==> src/rtl/logic_gates_bist_ctrl.sv <==
// Self-test sequencer for the 2-input logic_gates unit: sweeps a/b, samples y, counts mismatches.
// Optional first-failure log enabled by defining LGBIST_ERR_LOG_EN.
module logic_gates_bist_ctrl #(
  parameter int SETTLE_CYCLES = 2,
  parameter int PASSES        = 1,
  parameter int CNT_W         = 4
) (
  input  logic             clk,
  input  logic             rst,
  input  logic             start,
  input  logic             abort,
  output logic             gate_a,
  output logic             gate_b,
  input  logic [6:0]       gate_y,
  output logic             busy,
  output logic             done,
  output logic             result_valid,
  output logic             pass,
  output logic [CNT_W-1:0] fail_count
`ifdef LGBIST_ERR_LOG_EN
  ,
  output logic             first_fail_valid,
  output logic [1:0]       first_fail_vec,
  output logic [6:0]       first_fail_y
`endif
);

  localparam int SW = (SETTLE_CYCLES > 1) ? $clog2(SETTLE_CYCLES) : 1;
  localparam int PW = (PASSES > 1) ? $clog2(PASSES) : 1;
  localparam logic [SW-1:0]    SETTLE_LAST = SW'(SETTLE_CYCLES - 1);
  localparam logic [PW-1:0]    PASS_LAST   = PW'(PASSES - 1);
  localparam logic [CNT_W-1:0] CNT_MAX     = {CNT_W{1'b1}};

  typedef enum logic [1:0] {
    ST_IDLE   = 2'd0,
    ST_SETTLE = 2'd1,
    ST_CHECK  = 2'd2,
    ST_DONE   = 2'd3
  } state_t;

  // Expected y for vector v (a = v[1], b = v[0]).
  function automatic logic [6:0] golden_y(input logic [1:0] v);
    case (v)
      2'd0:    golden_y = 7'h6C;
      2'd1:    golden_y = 7'h56;
      2'd2:    golden_y = 7'h16;
      2'd3:    golden_y = 7'h23;
      default: golden_y = 7'h00;
    endcase
  endfunction

  state_t          state_r, state_s;
  logic [1:0]      vec_r, vec_s;
  logic [PW-1:0]   pass_idx_r, pass_idx_s;
  logic [SW-1:0]   settle_cnt_r, settle_cnt_s;
  logic [CNT_W-1:0] fail_count_s;
  logic            busy_s, done_s, result_valid_s, pass_s, gate_a_s, gate_b_s;
  logic            mismatch_s;
`ifdef LGBIST_ERR_LOG_EN
  logic            ff_valid_s;
  logic [1:0]      ff_vec_s;
  logic [6:0]      ff_y_s;
`endif

  // Next-state and next-output decode; abort overrides every state.
  always_comb begin
    state_s        = state_r;
    vec_s          = vec_r;
    pass_idx_s     = pass_idx_r;
    settle_cnt_s   = settle_cnt_r;
    fail_count_s   = fail_count;
    result_valid_s = result_valid;
    pass_s         = pass;
    done_s         = 1'b0;
    mismatch_s     = (gate_y != golden_y(vec_r));
`ifdef LGBIST_ERR_LOG_EN
    ff_valid_s     = first_fail_valid;
    ff_vec_s       = first_fail_vec;
    ff_y_s         = first_fail_y;
`endif
    if (abort) begin
      state_s        = ST_IDLE;
      result_valid_s = 1'b0;
      pass_s         = 1'b0;
    end else begin
      case (state_r)
        ST_IDLE: begin
          if (start) begin
            state_s        = ST_SETTLE;
            vec_s          = 2'd0;
            pass_idx_s     = '0;
            settle_cnt_s   = '0;
            fail_count_s   = '0;
            result_valid_s = 1'b0;
            pass_s         = 1'b0;
`ifdef LGBIST_ERR_LOG_EN
            ff_valid_s     = 1'b0;
            ff_vec_s       = 2'd0;
            ff_y_s         = 7'h00;
`endif
          end else begin
            state_s = ST_IDLE;
          end
        end
        ST_SETTLE: begin
          if (settle_cnt_r == SETTLE_LAST) begin
            state_s      = ST_CHECK;
            settle_cnt_s = '0;
          end else begin
            settle_cnt_s = settle_cnt_r + SW'(1);
          end
        end
        ST_CHECK: begin
          if (mismatch_s && (fail_count != CNT_MAX)) begin
            fail_count_s = fail_count + CNT_W'(1);
          end else begin
            fail_count_s = fail_count;
          end
`ifdef LGBIST_ERR_LOG_EN
          if (mismatch_s && !first_fail_valid) begin
            ff_valid_s = 1'b1;
            ff_vec_s   = vec_r;
            ff_y_s     = gate_y;
          end else begin
            ff_valid_s = first_fail_valid;
          end
`endif
          if (vec_r != 2'd3) begin
            vec_s   = vec_r + 2'd1;
            state_s = ST_SETTLE;
          end else if (pass_idx_r != PASS_LAST) begin
            vec_s      = 2'd0;
            pass_idx_s = pass_idx_r + PW'(1);
            state_s    = ST_SETTLE;
          end else begin
            state_s        = ST_DONE;
            done_s         = 1'b1;
            result_valid_s = 1'b1;
            pass_s         = (fail_count_s == '0);
          end
        end
        ST_DONE: begin
          state_s = ST_IDLE;
        end
        default: begin
          state_s = ST_IDLE;
        end
      endcase
    end
    busy_s   = (state_s == ST_SETTLE) || (state_s == ST_CHECK);
    gate_a_s = busy_s ? vec_s[1] : 1'b0;
    gate_b_s = busy_s ? vec_s[0] : 1'b0;
  end

  // State and registered outputs, synchronous reset.
  always_ff @(posedge clk) begin
    if (rst) begin
      state_r      <= ST_IDLE;
      vec_r        <= 2'd0;
      pass_idx_r   <= '0;
      settle_cnt_r <= '0;
      fail_count   <= '0;
      result_valid <= 1'b0;
      pass         <= 1'b0;
      done         <= 1'b0;
      busy         <= 1'b0;
      gate_a       <= 1'b0;
      gate_b       <= 1'b0;
    end else begin
      state_r      <= state_s;
      vec_r        <= vec_s;
      pass_idx_r   <= pass_idx_s;
      settle_cnt_r <= settle_cnt_s;
      fail_count   <= fail_count_s;
      result_valid <= result_valid_s;
      pass         <= pass_s;
      done         <= done_s;
      busy         <= busy_s;
      gate_a       <= gate_a_s;
      gate_b       <= gate_b_s;
    end
  end

`ifdef LGBIST_ERR_LOG_EN
  // First-failure log registers.
  always_ff @(posedge clk) begin
    if (rst) begin
      first_fail_valid <= 1'b0;
      first_fail_vec   <= 2'd0;
      first_fail_y     <= 7'h00;
    end else begin
      first_fail_valid <= ff_valid_s;
      first_fail_vec   <= ff_vec_s;
      first_fail_y     <= ff_y_s;
    end
  end
`endif

endmodule
==> config.mk <==
export PLATFORM = sky130hd
export DESIGN_NAME = logic_gates_bist_ctrl
export DESIGN_NICKNAME = d
export VERILOG_FILES = /design/src/rtl/logic_gates_bist_ctrl.sv
export SDC_FILE = /design/constraint.sdc
export NUM_CORES = 1
export LEC_CHECK = 0
export CORE_MARGIN = 8
export CORE_UTILIZATION = 40
export CTS_CLUSTER_SIZE = 16
export DETAILED_ROUTE_END_ITERATION = 8
export PLACE_DENSITY = 0.63
export SYNTH_ARGS = -nofsm -noshare
export SYNTH_HDL_FRONTEND = slang
export SYNTH_SLANG_ARGS = --single-unit
==> constraint.sdc <==
create_clock -name clk -period 2.28 [get_ports clk]
set_input_delay 0.456 -clock clk [delete_from_list [all_inputs] [get_ports clk]]
set_output_delay 0.456 -clock clk [all_outputs]
set_load 0.01 [all_outputs]
==> results.md, run 1 <==
- The TritonCTS clock tree is built.
- The number of antenna violations at the first check in global routing is 0.
- The worst-case setup margin in the final layout is 0.308 ns.
- The count of endpoints failing hold in the final timing report is 0.
- At the later pin of the worst-skew pair, clock insertion delay measures 0.28 ns.
- The root buffer cell is sky130_fd_sc_hd__clkbuf_4.
- The total power is roughly 460 uW.
- The maximum buffer depth of the clock tree is 2.
- The average via count per standard cell is around 5.3.
- The maximum net fanout on the critical path is 4.
- The wire length of the first global-routing pass is about 3600 um.
- The worst-case IR drop observed on VDD is ~0.21 mV.
- Once the floorplan was initialized, standard cells occupied 40.8% of the core.
- The kind of start point of the critical path is a register.
- The kind of path behind the tightest hold check is reg -> reg.
- The routing layer with the top usage in global route is met2.
- The fmax is a little over 500 MHz.
- For this block, the routed nets add up to 2050 um of wire.
- At the end of the flow, the number of nets in the layout was about 140.
- Measured against its own limit, the worst slew margin works out to between 70% and 80%.
- The synthesized-area fraction occupied by adder cells is 7.22%.
- At the pin with the least slew margin, the transition time is 0.406 ns.
- The number of top-level design ports is 21.
- Measured along the y axis, the die boundary spans approximately 63 um.
- The data required time of the critical path is 2.45 ns.
- The number of nets in the synthesized netlist is about 120.
- The kind of capture point of the worst setup path is a register.
- In this run, post-CTS repair resized a total of 0 instances.
- The category of the most critical setup path is reg -> reg.
- The clock transition at the registers of the reported paths is roughly 0.090 ns.
- The number of global-route vias before repair was 800.
- The final sum of negative setup slack is 0 ns.
- The maximum clock skew at final layout is approximately 0.0029 ns.
- Summed over all layers, the global routing overflow is 0.
- The core region area is between 2000 and 2500 sq um.
- The die area is 3910 sq um.
- Global routing consumed, on the met1 layer, about an eighth of the routing resources.
- The fraction of layout instances using a drive strength above 1 is between 10 and 15%.
- The Yosys step of the flow raised 0 warnings.
- Data on the critical path arrives at its endpoint at roughly 2.1 ns.
- The number of search-and-repair iterations in the first detailed-routing pass is 4.
- In this run the horizontal extent of the chip is about 63 um.
- CTS built an H-tree with a depth of 1.
- The power density normalized to cell area is 418 nW/um^2.
- Entering global routing, the biggest net connects 13 pins.
- The mux cell area share after synthesis is ~2.3%.
- The number of pins with negative max-slew slack in the final report is 0.
- Counting every sink on the clock net gives 15.
- The number of distinct standard cells referenced by the synthesized netlist is 39.
- The number of nets with antenna violations after detailed routing is 0.
- The portion of the clock cycle consumed by the worst path in the final layout is 86.5%.
- In this run the core area contains 17 standard-cell rows.
- In the routed design, unresolved DRC markers number 0.
- Detailed placement ended at an HPWL of around 1600 um.
- The count of input and output buffers is 20.
- The global-route usage over all layers is 10.9%.
- The post-synthesis sequential element count is 15.
- Subtracting the final worst setup slack from the clock period gives a little under 2 ns.
- By area, the combinational part of the netlist is dominated by simple AND/OR/NAND/NOR gates.
- Buffers inserted during clock tree synthesis total 3.
- After detailed routing, the average wire length per cell comes to between 10 and 15 um.
- The cell leakage power is between 0.3 and 0.4 nW.
- The DRC marker count from the first detailed-route iteration is 13.
- The repair_antennas step left the layout with diodes totalling 0.
- Summing the areas of all and, or, nand and nor instances in the mapped netlist gives about 29% of the synthesized area.
- The flow ran to the end, and the final reports show no timing, DRC or antenna violations.
- Summing the areas of all compound-gate instances in the mapped netlist gives 20.9% of the synthesized area.
- The share of the yosys chip area belonging to registers is around 35%.
- Relative to the synthesized area, the layout overhead comes to 27.8%.
- The placer congestion estimate is between 0.7 and 0.8.
- For this design, the CTS-stage hold fixing added 0 buffers.
- Global routing consumed, on the met2 layer, 18.4% of the routing resources.
- The average instance in the mapped netlist occupies between 8 and 9 sq um.
- The final route contains roughly 790 vias.
- OpenSTA, run right after detailed placement, puts the worst setup slack at ~0.12 ns.
- The xor-xnor portion of the synthesized cell area is 1.01%.
- In this run the cell area of the synthesized design comes to 867 sq um.
- Setup repair after global routing left no endpoint under its margin.
- The max-cap violation count is 0.
- Post-CTS timing repair inserted 0 buffers for setup.
- Synthesis produced a netlist whose cell count is just over 100.
- The global routing met3 resource utilization is about 2.3%.
- Setup violations remaining at the end of the flow were counted as 0.
==> final cells by class <==
class	count	area, sq um
Multi-Input combinational cell	77	528
Clock buffer	4	26.3
Timing Repair Buffer	20	200
Sequential cell	15	300
Tap cell	28	35.0
Fill cell	234	1020
Inverter	5	18.8
==> metrics by stage <==
| stage | cells | util (%) | hold WS, ns | area [sq um] |
|---|---|---|---|---|
| global route | 149 | 52.1 | 0.544 | 1110 |
| global placement | 145 | 50.9 | 0.478 | 1080 |
| floorplan | 101 | - | 0.468 | 867 |
| finish | 149 | 52.1 | 0.504 | 1110 |
| detailed placement | 145 | 50.9 | 0.494 | 1080 |
| CTS | 149 | 52.1 | 0.508 | 1110 |
==> cells by family (layout without fill, tap and decap cells) <==
logic type | Yosys count | count (layout)
AOI/OAI and AO/OA | 28 | 28
xor gates and xnor gates | 1 | 1
adders and majority gates | 5 | 5
buffers and inverters | 9 | 29
DFF | 15 | 15
muxes | 2 | 2
and+or+nand+nor | 41 | 41
==> routing by layer <==
metal  vias up  routed length (um)
li1        401                   -
met1       365                 922
met2        16                1020
met3         4                  76
met4         0                  37
met5         -                   0
==> power breakdown <==
group | leakage, nW | switching [mW] | total (mW) | internal (mW)
clock | 0.0150 | 0.0816 | 0.150 | 0.0679
combinational | 0.261 | 0.0195 | 0.0474 | 0.0279
sequential | 0.121 | 0.00285 | 0.267 | 0.264
==> worst max-delay path, stage by stage (launching register included) <==
cell and delay (ns):
sky130_fd_sc_hd__dfxtp_1 0.39, sky130_fd_sc_hd__inv_1 0.08, sky130_fd_sc_hd__ha_1 0.32, sky130_fd_sc_hd__nor3b_1 0.25
sky130_fd_sc_hd__o22ai_2 0.13, sky130_fd_sc_hd__or2_2 0.30, sky130_fd_sc_hd__a221oi_1 0.30, sky130_fd_sc_hd__a211oi_1 0.08
==> path summary, 6_finish.rpt <==
check                                               start                   endpoint  slack [ns]  cells after the start
worst max-delay path                  vec_r[0]$_SDFF_PP0_          pass$_SDFFE_PP0P_        0.31                      7
worst min-delay path            result_valid$_SDFFE_PP0P_  result_valid$_SDFFE_PP0P_        0.50                      2
worst max register to register        vec_r[0]$_SDFF_PP0_          pass$_SDFFE_PP0P_        0.31                      7
worst min register to register  result_valid$_SDFFE_PP0P_  result_valid$_SDFFE_PP0P_        0.50                      2
==> synth_stat cells <==
| master | instances | area [sq um] |
|---|---|---|
| sky130_fd_sc_hd__dfxtp_1 | 15 | 300 |
| sky130_fd_sc_hd__nor2_1 | 10 | 37.5 |
| sky130_fd_sc_hd__a21oi_1 | 8 | 40.0 |
| sky130_fd_sc_hd__o21ai_0 | 8 | 40.0 |
| sky130_fd_sc_hd__ha_1 | 5 | 62.6 |
| sky130_fd_sc_hd__inv_1 | 5 | 18.8 |
| sky130_fd_sc_hd__nor3_1 | 4 | 20.0 |
| sky130_fd_sc_hd__or2_2 | 4 | 25.0 |
| sky130_fd_sc_hd__and3b_1 | 3 | 26.3 |
| sky130_fd_sc_hd__nand3b_1 | 3 | 22.5 |
| sky130_fd_sc_hd__clkbuf_1 | 2 | 7.51 |
| sky130_fd_sc_hd__mux2i_1 | 2 | 20.0 |
| sky130_fd_sc_hd__nand2_1 | 2 | 7.51 |
| sky130_fd_sc_hd__nand2b_1 | 2 | 12.5 |
| sky130_fd_sc_hd__nand3_1 | 2 | 10.0 |
| sky130_fd_sc_hd__nor3b_1 | 2 | 15.0 |
| sky130_fd_sc_hd__o21bai_1 | 2 | 15.0 |
| sky130_fd_sc_hd__a211oi_1 | 1 | 7.51 |
| sky130_fd_sc_hd__a221oi_1 | 1 | 8.76 |
| sky130_fd_sc_hd__a31oi_1 | 1 | 6.26 |
| sky130_fd_sc_hd__a31oi_2 | 1 | 12.5 |
| sky130_fd_sc_hd__and4b_4 | 1 | 13.8 |
| sky130_fd_sc_hd__buf_2 | 1 | 5.00 |
| sky130_fd_sc_hd__buf_4 | 1 | 7.51 |
| sky130_fd_sc_hd__nand2b_2 | 1 | 8.76 |
| sky130_fd_sc_hd__nor2b_1 | 1 | 6.26 |
| sky130_fd_sc_hd__o2111ai_1 | 1 | 8.76 |
| sky130_fd_sc_hd__o21a_1 | 1 | 7.51 |
| sky130_fd_sc_hd__o21ai_1 | 1 | 5.00 |
| sky130_fd_sc_hd__o21ai_2 | 1 | 8.76 |
| sky130_fd_sc_hd__o22ai_2 | 1 | 12.5 |
| sky130_fd_sc_hd__o311ai_1 | 1 | 8.76 |
| sky130_fd_sc_hd__or2b_1 | 1 | 7.51 |
| sky130_fd_sc_hd__or3_1 | 1 | 6.26 |
| sky130_fd_sc_hd__or3b_2 | 1 | 8.76 |
| sky130_fd_sc_hd__or4_1 | 1 | 7.51 |
| sky130_fd_sc_hd__or4b_1 | 1 | 10.0 |
| sky130_fd_sc_hd__or4b_2 | 1 | 10.0 |
| sky130_fd_sc_hd__xnor2_1 | 1 | 8.76 |
==> placed cells by master (no fill, tap or decap) <==
cell type	instances
sky130_fd_sc_hd__a211oi_1	1
sky130_fd_sc_hd__a21oi_1	8
sky130_fd_sc_hd__a221oi_1	1
sky130_fd_sc_hd__a31oi_1	1
sky130_fd_sc_hd__a31oi_2	1
sky130_fd_sc_hd__and3b_1	3
sky130_fd_sc_hd__and4b_4	1
sky130_fd_sc_hd__clkbuf_1	1
sky130_fd_sc_hd__clkbuf_4	3
sky130_fd_sc_hd__clkdlybuf4s50_1	20
sky130_fd_sc_hd__dfxtp_1	15
sky130_fd_sc_hd__ha_1	5
sky130_fd_sc_hd__inv_1	5
sky130_fd_sc_hd__mux2i_1	2
sky130_fd_sc_hd__nand2_1	2
sky130_fd_sc_hd__nand2b_1	2
sky130_fd_sc_hd__nand2b_2	1
sky130_fd_sc_hd__nand3_1	2
sky130_fd_sc_hd__nand3b_1	3
sky130_fd_sc_hd__nor2_1	10
sky130_fd_sc_hd__nor2b_1	1
sky130_fd_sc_hd__nor3_1	4
sky130_fd_sc_hd__nor3b_1	2
sky130_fd_sc_hd__o2111ai_1	1
sky130_fd_sc_hd__o21a_1	1
sky130_fd_sc_hd__o21ai_0	8
sky130_fd_sc_hd__o21ai_1	1
sky130_fd_sc_hd__o21ai_2	1
sky130_fd_sc_hd__o21bai_1	2
sky130_fd_sc_hd__o22ai_2	1
sky130_fd_sc_hd__o311ai_1	1
sky130_fd_sc_hd__or2_2	4
sky130_fd_sc_hd__or2b_1	1
sky130_fd_sc_hd__or3_1	1
sky130_fd_sc_hd__or3b_2	1
sky130_fd_sc_hd__or4_1	1
sky130_fd_sc_hd__or4b_1	1
sky130_fd_sc_hd__or4b_2	1
sky130_fd_sc_hd__xnor2_1	1
==> sequential cells by signal, indices dropped and copies added, names as in the netlist <==
signal        count
fail_count        4
state_r           2
vec_r             2
busy              1
done              1
gate_a            1
gate_b            1
pass              1
result_valid      1
settle_cnt_r      1
Note: power is estimated with default switching activity, not from simulation.
==> inputs of run 2 (changes only) <==
Settings changed: GPL_ROUTABILITY_DRIVEN set to 0.
Clock period 2.28 ns to 2.16 ns, I/O delays scaled along.
==> results.md, run 2 (synthesis gave the netlist of run 1 again) <==
- The global-route usage over all layers was 10.8% (-0.073 points).
- The wire length of the first global-routing pass is 3550 um (-0.20%).
- The detailed router used layers up to and including met4.
- The total wirelength of the detailed-routed design is 2080 um (+1.4%).
- The actual transition at the worst max-transition pin is 0.302 ns (-0.104 ns).
- The number of diodes added for antenna fixing is 0 (unchanged).
- The pin count of the biggest net entering global routing is 12 (-1).
- The tightest min-delay check is of the reg -> reg type.
- The worst register-to-register path ends at pass$_SDFFE_PP0P_.
- The DRC marker count from the first detailed-route iteration is 23 (+10).
- The library cell used most frequently in the layout, excluding fill and tap cells, is sky130_fd_sc_hd__clkdlybuf4s50_1.
- The category of the most critical setup path is reg -> reg.
- The number of pins with negative max-slew slack in the final report is 0 (unchanged).
- The standard-cell row count is 17 (unchanged).
- The CTS H-tree depth is 1 (unchanged).
- The average via count per standard cell is 5.47 (+3.7%).
- The clock insertion delay at the later pin of the skew report is 0.27 ns (about the same).
- Setup repair after global routing left no endpoint under its margin.
- The die area is 3910 sq um (unchanged).
- The run finished with clean final reports.
- The finished layout cell area is 1120 sq um (+1.5%).
- The vertical extent of the die is 62.6 um (unchanged).
- The portion of the clock cycle consumed by the worst path in the final layout is 93.7% (+7.2 points).
- The arrival time at the worst endpoint is 2.19 ns (+0.05 ns).
- Ranked by flip-flop count, first place goes to fail_count.
- The flip-flop count of the largest register, all copies and words added is 4 (unchanged).
- The die boundary width is 62.6 um (unchanged).
- The total CTS buffers is 3 (unchanged).
- The area added between synthesis and finish is 29.7%.
- The half-perimeter wire length of the detailed placement result was 1630 um (+2.2%).
- The power density normalized to cell area is 437 nW/um^2 (+4.5%).
- TritonCTS built the clock tree.
- The tightest slew margin relative to the limit is 79.7% (+6.8 points).
- The number of nets with antenna violations after detailed routing came to 0 (unchanged).
- The worst setup path is captured at a register.
- The buffers inserted during post-CTS setup optimization was 0 (unchanged).
- The number of remaining DRC errors is 0 (unchanged).
- The worst setup slack for register-to-register paths is 0.14 ns (-0.17 ns).
- The maximum clock skew at final layout is 0.00141 ns (-0.00152 ns).
- The signal on the critical path passes through inv_1 > ha_1 > nor3b_1 > o22ai_2 > or2_2 > a221oi_1 > a211oi_1.
- The top cell types in the final layout, fill and taps aside, are 20 x sky130_fd_sc_hd__clkdlybuf4s50_1, 15 x sky130_fd_sc_hd__dfxtp_1, 10 x sky130_fd_sc_hd__nor2_1.
- The total cell area at the placement stage is 1100 sq um (+1.4%).
- The delay of the slowest cell on the worst path came to 0.41 ns (+0.02 ns).
- The largest registers in the layout are fail_count x4, state_r x2, vec_r x2.
- The CTS sink count was 15 (unchanged).
- The fmax is 494 MHz (-2.6%).
- The number of top-level design ports is 21 (unchanged).
- The cell leakage power is 0.410 nW (+3.1%).
- The number of cell instances on the worst register-to-register path was 7 (unchanged).
- The core region area is 2130 sq um (unchanged).
- The initial core utilization is 40.8% (unchanged).
- The number of global-route vias before repair is 796 (-0.50%).
- The number of search-and-repair iterations in the first detailed-routing pass is 4 (unchanged).
- The worst hold path depth is 2 (unchanged).
- The detailed route wirelength on metal2 is 1060 um (+4.1%).
- The setup-violating endpoint count in the final report is 0 (unchanged).
- The path with the worst hold slack has its endpoint at result_valid$_SDFFE_PP0P_.
- The met3 routed wirelength is 83 um (+9.2%).
- The hold-fix buffer count after cts is 0 (unchanged).
- In this run the critical register-to-register path is launched from vec_r[0]$_SDFF_PP0_.
- The number of nets in the layout is 140 (+1.4%).
- The maximum buffer depth of the clock tree is 2 (unchanged).
- The max-cap violation count came to 0 (unchanged).
- The cell with the biggest individual delay on the critical path is sky130_fd_sc_hd__dfxtp_1.
- The number of antenna violations at the first check in global routing is 0 (unchanged).
- The fraction of layout instances using a drive strength above 1 was 13.8% (+2.3 points).
- The final sum of negative setup slack is 0 ns (unchanged).
- Clock tree synthesis selected as its root buffer the cell sky130_fd_sc_hd__clkbuf_4.
- The post-cts gate resize count was 0 (unchanged).
- The data required time of the critical path came to 2.32 ns (-0.13 ns).
- The total vias in the final route is 826 (+5.1%).
- The kind of start point of the critical path is a register.
- The average wire length per cell after detail routing was 13.8 um (about the same).
- The startpoint of the worst hold path is result_valid$_SDFFE_PP0P_.
- The minimum clock period is 2.02 ns (+0.0521 ns).
- The length of routed wiring on met1 is 912 um (-1.1%).
- The overflow left after global routing is 0 (unchanged).
- The count of endpoints failing hold in the final timing report is 0 (unchanged).
- The maximum net fanout on the critical path is 4 (unchanged).
- The worst ir drop on vdd is 0.268 mV (+26%).
- The count of fill cells added during filler insertion is 211 (-9.8%).
- The count of input and output buffers is 20 (unchanged).
- The clock transition at the registers of the reported paths is 0.09 ns (about the same).
[run 2: layout make-up]
class	count	area [sq um]	area share (%)
flip-flops and latches	15	300	26.7
inverters	5	18.8	1.67
repair buffers	22	215	19.1
well taps	28	35.0	3.11
clock buffers	3	22.5	2.00
multi-input cells	77	528	46.9
clock inverters	1	5.00	0.445
[run 2: per-layer routing]
layer | vias up | track usage, %
met5 | - | 0
met4 | 0 | 5.98
met3 | 2 | 2.69
met2 | 22 | 18.2
met1 | 397 | 12.0
li1 | 405 | -
[run 2: through the flow]
step	setup WS (ns)	cells	hold WS, ns	power [mW]	utilization [%]
5_1_grt	0.0220	151	0.534	0.527	52.9
2_1_floorplan	0.374	101	0.468	0.312	-
3_5_place_dp	0.00821	147	0.492	0.342	51.6
6_report	0.136	151	0.497	0.492	52.9
4_1_cts	0.128	151	0.505	0.501	52.9
3_3_place_gp	0.0405	147	0.480	0.340	51.6
[run 2: report_power, final]
group          internal (mW)  leakage [nW]  total [mW]  switching (mW)
clock                 0.0686        0.0177       0.157          0.0880
combinational         0.0318         0.271      0.0536          0.0218
sequential             0.279         0.121       0.282         0.00289
total                  0.379         0.410       0.492           0.113
[run 2: worst max-delay path by stage]
stage / startpoint / end / slack, ns / cells past startpoint
detailed placement: gate_y[1] / fail_count[1]$_SDFFE_PP0P_ / 0.008 / 6
finish: vec_r[0]$_SDFF_PP0_ / pass$_SDFFE_PP0P_ / 0.14 / 7
global placement: gate_y[1] / fail_count[1]$_SDFFE_PP0P_ / 0.04 / 6
global route: vec_r[0]$_SDFF_PP0_ / fail_count[1]$_SDFFE_PP0P_ / 0.02 / 7
CTS: vec_r[0]$_SDFF_PP0_ / pass$_SDFFE_PP0P_ / 0.13 / 7
floorplan: vec_r[0]$_SDFF_PP0_ / pass$_SDFFE_PP0P_ / 0.37 / 7
[run 2: worst max-delay path, delay by kind of cell (launching register included)]
kind / cells / cell delay [ns]
simple gates: 2 / 0.57
compound gates: 3 / 0.51
flops: 1 / 0.41
fa+ha+maj: 1 / 0.33
buf+inv: 1 / 0.09
